<file path="src/rtl/window_gen_5x5_if.sv">
// Raster pixel stream into the 5x5 window generator: one pixel per valid beat,
// no backpressure.
interface window_gen_5x5_if #(
   parameter int WIDTH = 8
) ();
   logic             i_valid;
   logic [WIDTH-1:0] i_pixel;

   modport master (output i_valid, output i_pixel);
   modport slave  (input  i_valid, input  i_pixel);
endinterface

</file>
<file path="src/rtl/window_gen_5x5.sv">
// Streaming 5x5 sliding-window generator for the MRELBP radius-2 path.
// Exposes outer ring, centre and the four inner diagonals; borders are never flagged valid.
module window_gen_5x5 #(
   parameter int WIDTH = 8,
   parameter int IMG_W = 64,
   parameter int IMG_H = 64,
   parameter int XW    = $clog2(IMG_W),
   parameter int YW    = $clog2(IMG_H)
) (
   input  logic                 i_clk,
   input  logic                 i_rst,
   window_gen_5x5_if.slave      i_px,
   output logic                 o_valid,
   output logic [WIDTH-1:0]     o_pixel_00,
   output logic [WIDTH-1:0]     o_pixel_01,
   output logic [WIDTH-1:0]     o_pixel_02,
   output logic [WIDTH-1:0]     o_pixel_03,
   output logic [WIDTH-1:0]     o_pixel_04,
   output logic [WIDTH-1:0]     o_pixel_10,
   output logic [WIDTH-1:0]     o_pixel_11,
   output logic [WIDTH-1:0]     o_pixel_13,
   output logic [WIDTH-1:0]     o_pixel_14,
   output logic [WIDTH-1:0]     o_pixel_20,
   output logic [WIDTH-1:0]     o_pixel_22,
   output logic [WIDTH-1:0]     o_pixel_24,
   output logic [WIDTH-1:0]     o_pixel_30,
   output logic [WIDTH-1:0]     o_pixel_31,
   output logic [WIDTH-1:0]     o_pixel_33,
   output logic [WIDTH-1:0]     o_pixel_34,
   output logic [WIDTH-1:0]     o_pixel_40,
   output logic [WIDTH-1:0]     o_pixel_41,
   output logic [WIDTH-1:0]     o_pixel_42,
   output logic [WIDTH-1:0]     o_pixel_43,
   output logic [WIDTH-1:0]     o_pixel_44,
   output logic [XW-1:0]        o_center_x,
   output logic [YW-1:0]        o_center_y,
   output logic                 o_frame_done
);

   logic [WIDTH-1:0] r_lines [4][IMG_W];
   logic [WIDTH-1:0] w_lo    [4];
   logic [WIDTH-1:0] r_win   [5][5];
   logic [XW-1:0]    r_col;
   logic [YW-1:0]    r_row;
   logic             w_col_last;
   logic             w_row_last;
   logic             w_win_ok;

   always_comb begin
      for (int unsigned k = 0; k < 4; k++) begin
         w_lo[k] = r_lines[k][r_col];
      end
      w_col_last = (r_col == XW'(IMG_W - 1));
      w_row_last = (r_row == YW'(IMG_H - 1));
      w_win_ok   = (r_row >= YW'(4)) && (r_col >= XW'(4));
   end

   // Cascade: each line passes the pixel it read this cycle on to the next line.
   always_ff @(posedge i_clk) begin
      if (!i_rst && i_px.i_valid) begin
         r_lines[0][r_col] <= i_px.i_pixel;
         for (int unsigned k = 1; k < 4; k++) begin
            r_lines[k][r_col] <= w_lo[k-1];
         end
      end
   end

   always_ff @(posedge i_clk) begin
      if (i_rst) begin
         r_win        <= '{default: '0};
         r_col        <= '0;
         r_row        <= '0;
         o_valid      <= 1'b0;
         o_frame_done <= 1'b0;
         o_center_x   <= '0;
         o_center_y   <= '0;
      end else if (i_px.i_valid) begin
         for (int unsigned r = 0; r < 5; r++) begin
            for (int unsigned c = 0; c < 4; c++) begin
               r_win[r][c] <= r_win[r][c+1];
            end
         end
         r_win[0][4] <= w_lo[3];
         r_win[1][4] <= w_lo[2];
         r_win[2][4] <= w_lo[1];
         r_win[3][4] <= w_lo[0];
         r_win[4][4] <= i_px.i_pixel;

         r_col <= w_col_last ? '0 : r_col + XW'(1);
         if (w_col_last) begin
            r_row <= w_row_last ? '0 : r_row + YW'(1);
         end

         o_valid      <= w_win_ok;
         o_frame_done <= w_col_last && w_row_last;
         if (w_win_ok) begin
            o_center_x <= r_col - XW'(2);
            o_center_y <= r_row - YW'(2);
         end
      end else begin
         o_valid      <= 1'b0;
         o_frame_done <= 1'b0;
      end
   end

   assign o_pixel_00 = r_win[0][0];
   assign o_pixel_01 = r_win[0][1];
   assign o_pixel_02 = r_win[0][2];
   assign o_pixel_03 = r_win[0][3];
   assign o_pixel_04 = r_win[0][4];
   assign o_pixel_10 = r_win[1][0];
   assign o_pixel_11 = r_win[1][1];
   assign o_pixel_13 = r_win[1][3];
   assign o_pixel_14 = r_win[1][4];
   assign o_pixel_20 = r_win[2][0];
   assign o_pixel_22 = r_win[2][2];
   assign o_pixel_24 = r_win[2][4];
   assign o_pixel_30 = r_win[3][0];
   assign o_pixel_31 = r_win[3][1];
   assign o_pixel_33 = r_win[3][3];
   assign o_pixel_34 = r_win[3][4];
   assign o_pixel_40 = r_win[4][0];
   assign o_pixel_41 = r_win[4][1];
   assign o_pixel_42 = r_win[4][2];
   assign o_pixel_43 = r_win[4][3];
   assign o_pixel_44 = r_win[4][4];

endmodule

</file>
<file path="src/flat_wrapper.sv">
// flat-port wrapper written by rule: the top's interface ports become plain ports
module window_gen_5x5_flat 
#(
   parameter int WIDTH = 8,
   parameter int IMG_W = 64,
   parameter int IMG_H = 64,
   parameter int XW    = $clog2(IMG_W),
   parameter int YW    = $clog2(IMG_H)
)
  (i_clk, i_rst, o_valid, o_pixel_00, o_pixel_01, o_pixel_02, o_pixel_03, o_pixel_04, o_pixel_10, o_pixel_11, o_pixel_13, o_pixel_14, o_pixel_20, o_pixel_22, o_pixel_24, o_pixel_30, o_pixel_31, o_pixel_33, o_pixel_34, o_pixel_40, o_pixel_41, o_pixel_42, o_pixel_43, o_pixel_44, o_center_x, o_center_y, o_frame_done, i_px_i_valid, i_px_i_pixel);
  window_gen_5x5_if #(.WIDTH(WIDTH)) i_px_i ();
  input  logic i_clk;
  input  logic i_rst;
  output logic o_valid;
  output logic [WIDTH-1:0] o_pixel_00;
  output logic [WIDTH-1:0] o_pixel_01;
  output logic [WIDTH-1:0] o_pixel_02;
  output logic [WIDTH-1:0] o_pixel_03;
  output logic [WIDTH-1:0] o_pixel_04;
  output logic [WIDTH-1:0] o_pixel_10;
  output logic [WIDTH-1:0] o_pixel_11;
  output logic [WIDTH-1:0] o_pixel_13;
  output logic [WIDTH-1:0] o_pixel_14;
  output logic [WIDTH-1:0] o_pixel_20;
  output logic [WIDTH-1:0] o_pixel_22;
  output logic [WIDTH-1:0] o_pixel_24;
  output logic [WIDTH-1:0] o_pixel_30;
  output logic [WIDTH-1:0] o_pixel_31;
  output logic [WIDTH-1:0] o_pixel_33;
  output logic [WIDTH-1:0] o_pixel_34;
  output logic [WIDTH-1:0] o_pixel_40;
  output logic [WIDTH-1:0] o_pixel_41;
  output logic [WIDTH-1:0] o_pixel_42;
  output logic [WIDTH-1:0] o_pixel_43;
  output logic [WIDTH-1:0] o_pixel_44;
  output logic [XW-1:0] o_center_x;
  output logic [YW-1:0] o_center_y;
  output logic o_frame_done;
  input wire logic [$bits(i_px_i.i_valid)-1:0] i_px_i_valid;
  input wire logic [$bits(i_px_i.i_pixel)-1:0] i_px_i_pixel;
  assign i_px_i.i_valid = i_px_i_valid;
  assign i_px_i.i_pixel = i_px_i_pixel;
  window_gen_5x5 #(.WIDTH(WIDTH), .IMG_W(IMG_W), .IMG_H(IMG_H), .XW(XW), .YW(YW)) u_core (.i_clk(i_clk), .i_rst(i_rst), .i_px(i_px_i), .o_valid(o_valid), .o_pixel_00(o_pixel_00), .o_pixel_01(o_pixel_01), .o_pixel_02(o_pixel_02), .o_pixel_03(o_pixel_03), .o_pixel_04(o_pixel_04), .o_pixel_10(o_pixel_10), .o_pixel_11(o_pixel_11), .o_pixel_13(o_pixel_13), .o_pixel_14(o_pixel_14), .o_pixel_20(o_pixel_20), .o_pixel_22(o_pixel_22), .o_pixel_24(o_pixel_24), .o_pixel_30(o_pixel_30), .o_pixel_31(o_pixel_31), .o_pixel_33(o_pixel_33), .o_pixel_34(o_pixel_34), .o_pixel_40(o_pixel_40), .o_pixel_41(o_pixel_41), .o_pixel_42(o_pixel_42), .o_pixel_43(o_pixel_43), .o_pixel_44(o_pixel_44), .o_center_x(o_center_x), .o_center_y(o_center_y), .o_frame_done(o_frame_done));
endmodule
</file>
<file path="config.mk">
export PLATFORM = sky130hd
export DESIGN_NAME = window_gen_5x5_flat
export DESIGN_NICKNAME = d
export VERILOG_FILES = /design/src/rtl/window_gen_5x5_if.sv /design/src/rtl/window_gen_5x5.sv /design/src/flat_wrapper.sv
export SDC_FILE = /design/constraint.sdc
export NUM_CORES = 2
export LEC_CHECK = 0
export CAP_MARGIN = 20
export CORE_MARGIN = 5
export CORE_UTILIZATION = 60
export CTS_CLUSTER_SIZE = 20
export DETAILED_ROUTE_END_ITERATION = 10
export PLACE_DENSITY = 0.77
export REMOVE_ABC_BUFFERS = 1
export SETUP_SLACK_MARGIN = 0.3
export SYNTH_ARGS = -nofsm -noshare
export SYNTH_HDL_FRONTEND = slang
export SYNTH_SLANG_ARGS = --single-unit
</file>
<file path="constraint.sdc">
create_clock -name i_clk -period 6.4 [get_ports i_clk]
set_input_delay 0.64 -clock i_clk [delete_from_list [all_inputs] [get_ports i_clk]]
set_output_delay 0.64 -clock i_clk [all_outputs]
set_load 0.02 [all_outputs]
</file>
==> summary.txt <==
Status
  – Status: finished clean

Routing
  – Iteration-0 DRC Markers: 6956
  – DRC: 0
  – Via count: 47700
  – WL final: 237000 µm
  – Detail Route Antenna Nets: 0
  – First-pass iteration count of the detailed router: 7
  – Vias per cell: 6.82
  – WL/cell: 34.0 µm

Global route
  – Pin count of the biggest net entering global routing: 95
  – First-pass GRT wire length: 336000 µm
  – GRT overflow: 0
  – Gr usage total: 30.8%
  – Number of antenna violations at the first check in global routing: 12
  – Number of global-route vias before repair: 46800

Floorplanning
  – Initial core utilization: 60.3%
  – I/O pin count: 193
  – Area of the core: 146000 µm²
  – # rows: 140
  – Die W: 393 µm
  – DIE HEIGHT: 393 µm
  – Die area: 154000 µm²

Timing
  – Fin crit share: 72.6%
  – Final setup viols: 0
  – Final setup TNS: 0 ns
  – Final min period: 4.65 ns
  – Fmax: 215 MHz
  – Final Hold Vio Count: 0
  – Max Slew Vio Count: 0
  – Worst slew pin tran: 1.10 ns
  – Rel. slew slack: 26.6%
  – RSZ-0062 raised after global routing: no
  – Skew final: 0.0430 ns

Clocking
  – Setup bufs post-CTS: 0
  – Hold_buf cts: 0
  – CTS Buffer Depth: 3
  – Inserted Clock Buffers: 213
  – CTS root buf: clkbuf_16
  – Sink Count: 2274
  – Clock-pin slew on the worst setup and hold paths: 0.06 ns
  – PostCTS Resize Cnt: 0
  – TritonCTS clock tree: done
  – Clock latency on the worst-skew pair: 0.85 ns
  – CTS H-tree lvls: 4

Yosys
  – Top-count cell post-synth: edfxtp_1
  – Share of async-settable or async-resettable flops after synthesis: 0%
  – Post-Syn Area: 87800 µm²
  – Post-Synth Simple-Gate Area: 2.97%
  – Top_reg_cell synth: edfxtp_1
  – Number of synthesized flops with an enable pin: 2048
  – Synth top area share: 70.0%
  – Multiplexer share of the synthesized area: 14.8%
  – Top post-synthesis cells by area: edfxtp_1 70%, mux4_2 7.7%, mux2i_1 6.9%, dfxtp_1 5.2%, buf_4 1.8%
  – Commonest cells in the netlist: 2048 x edfxtp_1, 604 x mux2i_1, 368 x nor2_1, 302 x mux4_2, 226 x dfxtp_1
  – Syn Inst Count: 4736
  – Synth Area in XOR/XNOR: 0.130%
  – Ys Warns: 0
  – Cell taking the most area after synthesis: edfxtp_1
  – Compound-Gate Fraction of Synth Area: 3.68%
  – Mean Syn Cell Area: 18.5 µm²
  – Number of synthesized register bits: 2274
  – Sequential-to-total area share from yosys stat: 75.2%
  – Largest family of logic cells by synthesized area: multiplexers
  – Synth unique cells: 68
  – Post-Synth Adder-Cell Area: 0.157%

Final layout
  – Share of cells above drive strength 1: 18.2%
  – Top reg by flops: u_core.r_lines
  – # nets final: 4906
  – Max FFs per register: 2048
  – Fillers: 8951
  – Final core utilization: 67.8%
  – Area Growth Syn to Fin: 12.3%
  – Top flop regs: u_core.r_lines x2048, u_core.r_win x32

Worst hold path
  – Hold Startpoint: i_rst
  – Hold crit path type: in2reg
  – Hold endpoint: u_core.r_win[140]
  – Hold Crit Depth: 2

Setup path
  – Reg2Reg Capture Point: u_core.r_lines[1][42]
  – WP data arrival: 5.28 ns
  – Crit end category: register
  – WP data required: 7.03 ns
  – FF-to-FF Start: u_core.r_col[2]
  – Reg2Reg Depth: 7
  – Crit path kind: reg2reg
  – Largest fanout on the critical path: 42
  – Startpoint Class: register
  – Worst R2R Setup Slack: 1.75 ns

Placement
  – IO Port Bufs: 192
  – Post-DP HPWL: 131000 µm
  – Final Wtd Congestion: 0.933

Run
  – Max-cap viol count: 0

Power and ir drop
  – Power per cell area: 313 nW/µm²
  – Leakage power total: 0.0313 µW
  – Worst vdd ir: 0.249 mV
[stage by stage]
| step | cell area, µm² | setup WS, ns | cells | power [µW] | hold slack, ns |
|---|---|---|---|---|---|
| 6_report | 98700 | 1.75 | 6991 | 30900 | 0.211 |
| 3_5_place_dp | 91600 | 1.80 | 6579 | 18600 | 0.462 |
| 2_1_floorplan | 85100 | -21.83 | 4303 | 18600 | 0.460 |
| 5_1_grt | 98700 | 1.61 | 6987 | 31700 | 0.201 |
| 3_3_place_gp | 91300 | 1.79 | 6566 | 18600 | 0.457 |
| 4_1_cts | 98500 | 1.81 | 6980 | 30900 | 0.169 |
[placed cells by master, fill, tap and decap left out, types with 55 or more instances in the layout]
| master | n |
|---|---|
| a22oi_1 | 113 |
| clkbuf_1 | 55 |
| mux2i_1 | 604 |
| nor2_4 | 65 |
| clkbuf_16 | 219 |
| clkdlybuf4s50_1 | 182 |
| a21oi_1 | 63 |
| o22ai_1 | 175 |
| nor2_1 | 302 |
| dfxtp_1 | 221 |
| buf_4 | 143 |
| edfxtp_1 | 2048 |
| nand2_1 | 64 |
| mux4_2 | 302 |
[worst max path at each step]
stage | startpoint | to | cells past startpoint
5_1_grt | u_core.r_col[2] | u_core.r_lines[1][162] | 7
4_1_cts | u_core.r_col[1] | u_core.r_lines[1][328] | 6
2_1_floorplan | u_core.r_col[0] | u_core.r_lines[1][0] | 5
6_report | u_core.r_col[2] | u_core.r_lines[1][42] | 7
3_5_place_dp | u_core.r_col[1] | u_core.r_lines[1][200] | 6
3_3_place_gp | u_core.r_col[2] | u_core.r_lines[1][346] | 7
[per-layer routing]
metal,vias up,GRT usage (%),part of all wire (%)
met3,744,8.92,13
met1,24100,40.2,34
li1,19100,-,-
met4,6,15.7,6.2
met2,3778,47.7,46
met5,-,0,0.019
[layout make-up]
| class | instances | area (µm²) | area share (%) |
|---|---|---|---|
| clock buffers | 298 | 6010 | 6.09 |
| well taps | 1917 | 2400 | 2.43 |
| repair buffers | 366 | 3610 | 3.66 |
| flip-flops and latches | 2274 | 66000 | 66.9 |
| clock inverters | 103 | 935 | 0.947 |
| inverters | 9 | 33.8 | 0.0342 |
| diodes | 4 | 10.0 | 0.0101 |
| multi-input cells | 2020 | 19700 | 19.9 |
[critical path, stage by stage, from the launching register on]
cell	delay, ns
dfxtp_2	0.92
nand3_4	0.52
buf_4	0.43
o22ai_1	0.21
nor3_1	0.08
a21oi_1	0.82
a21o_2	0.97
buf_4	0.41
[power by group]
group	switching (µW)	internal, µW	leakage (µW)	total (µW)
clock network	5430	7110	0.00340	12500
registers	65.6	16500	0.0203	16600
logic	1220	593	0.00762	1820
[kinds of logic after synthesis]
logic type,count (synthesis)
AND/OR/NAND/NOR,597
flip-flops,2274
adder cells (fa/ha/maj),11
AO/OA/AOI/OAI,483
XOR/XNOR,13
multiplexers,916
buffers and inverters,442
Note: power is estimated with default switching activity, not from simulation.
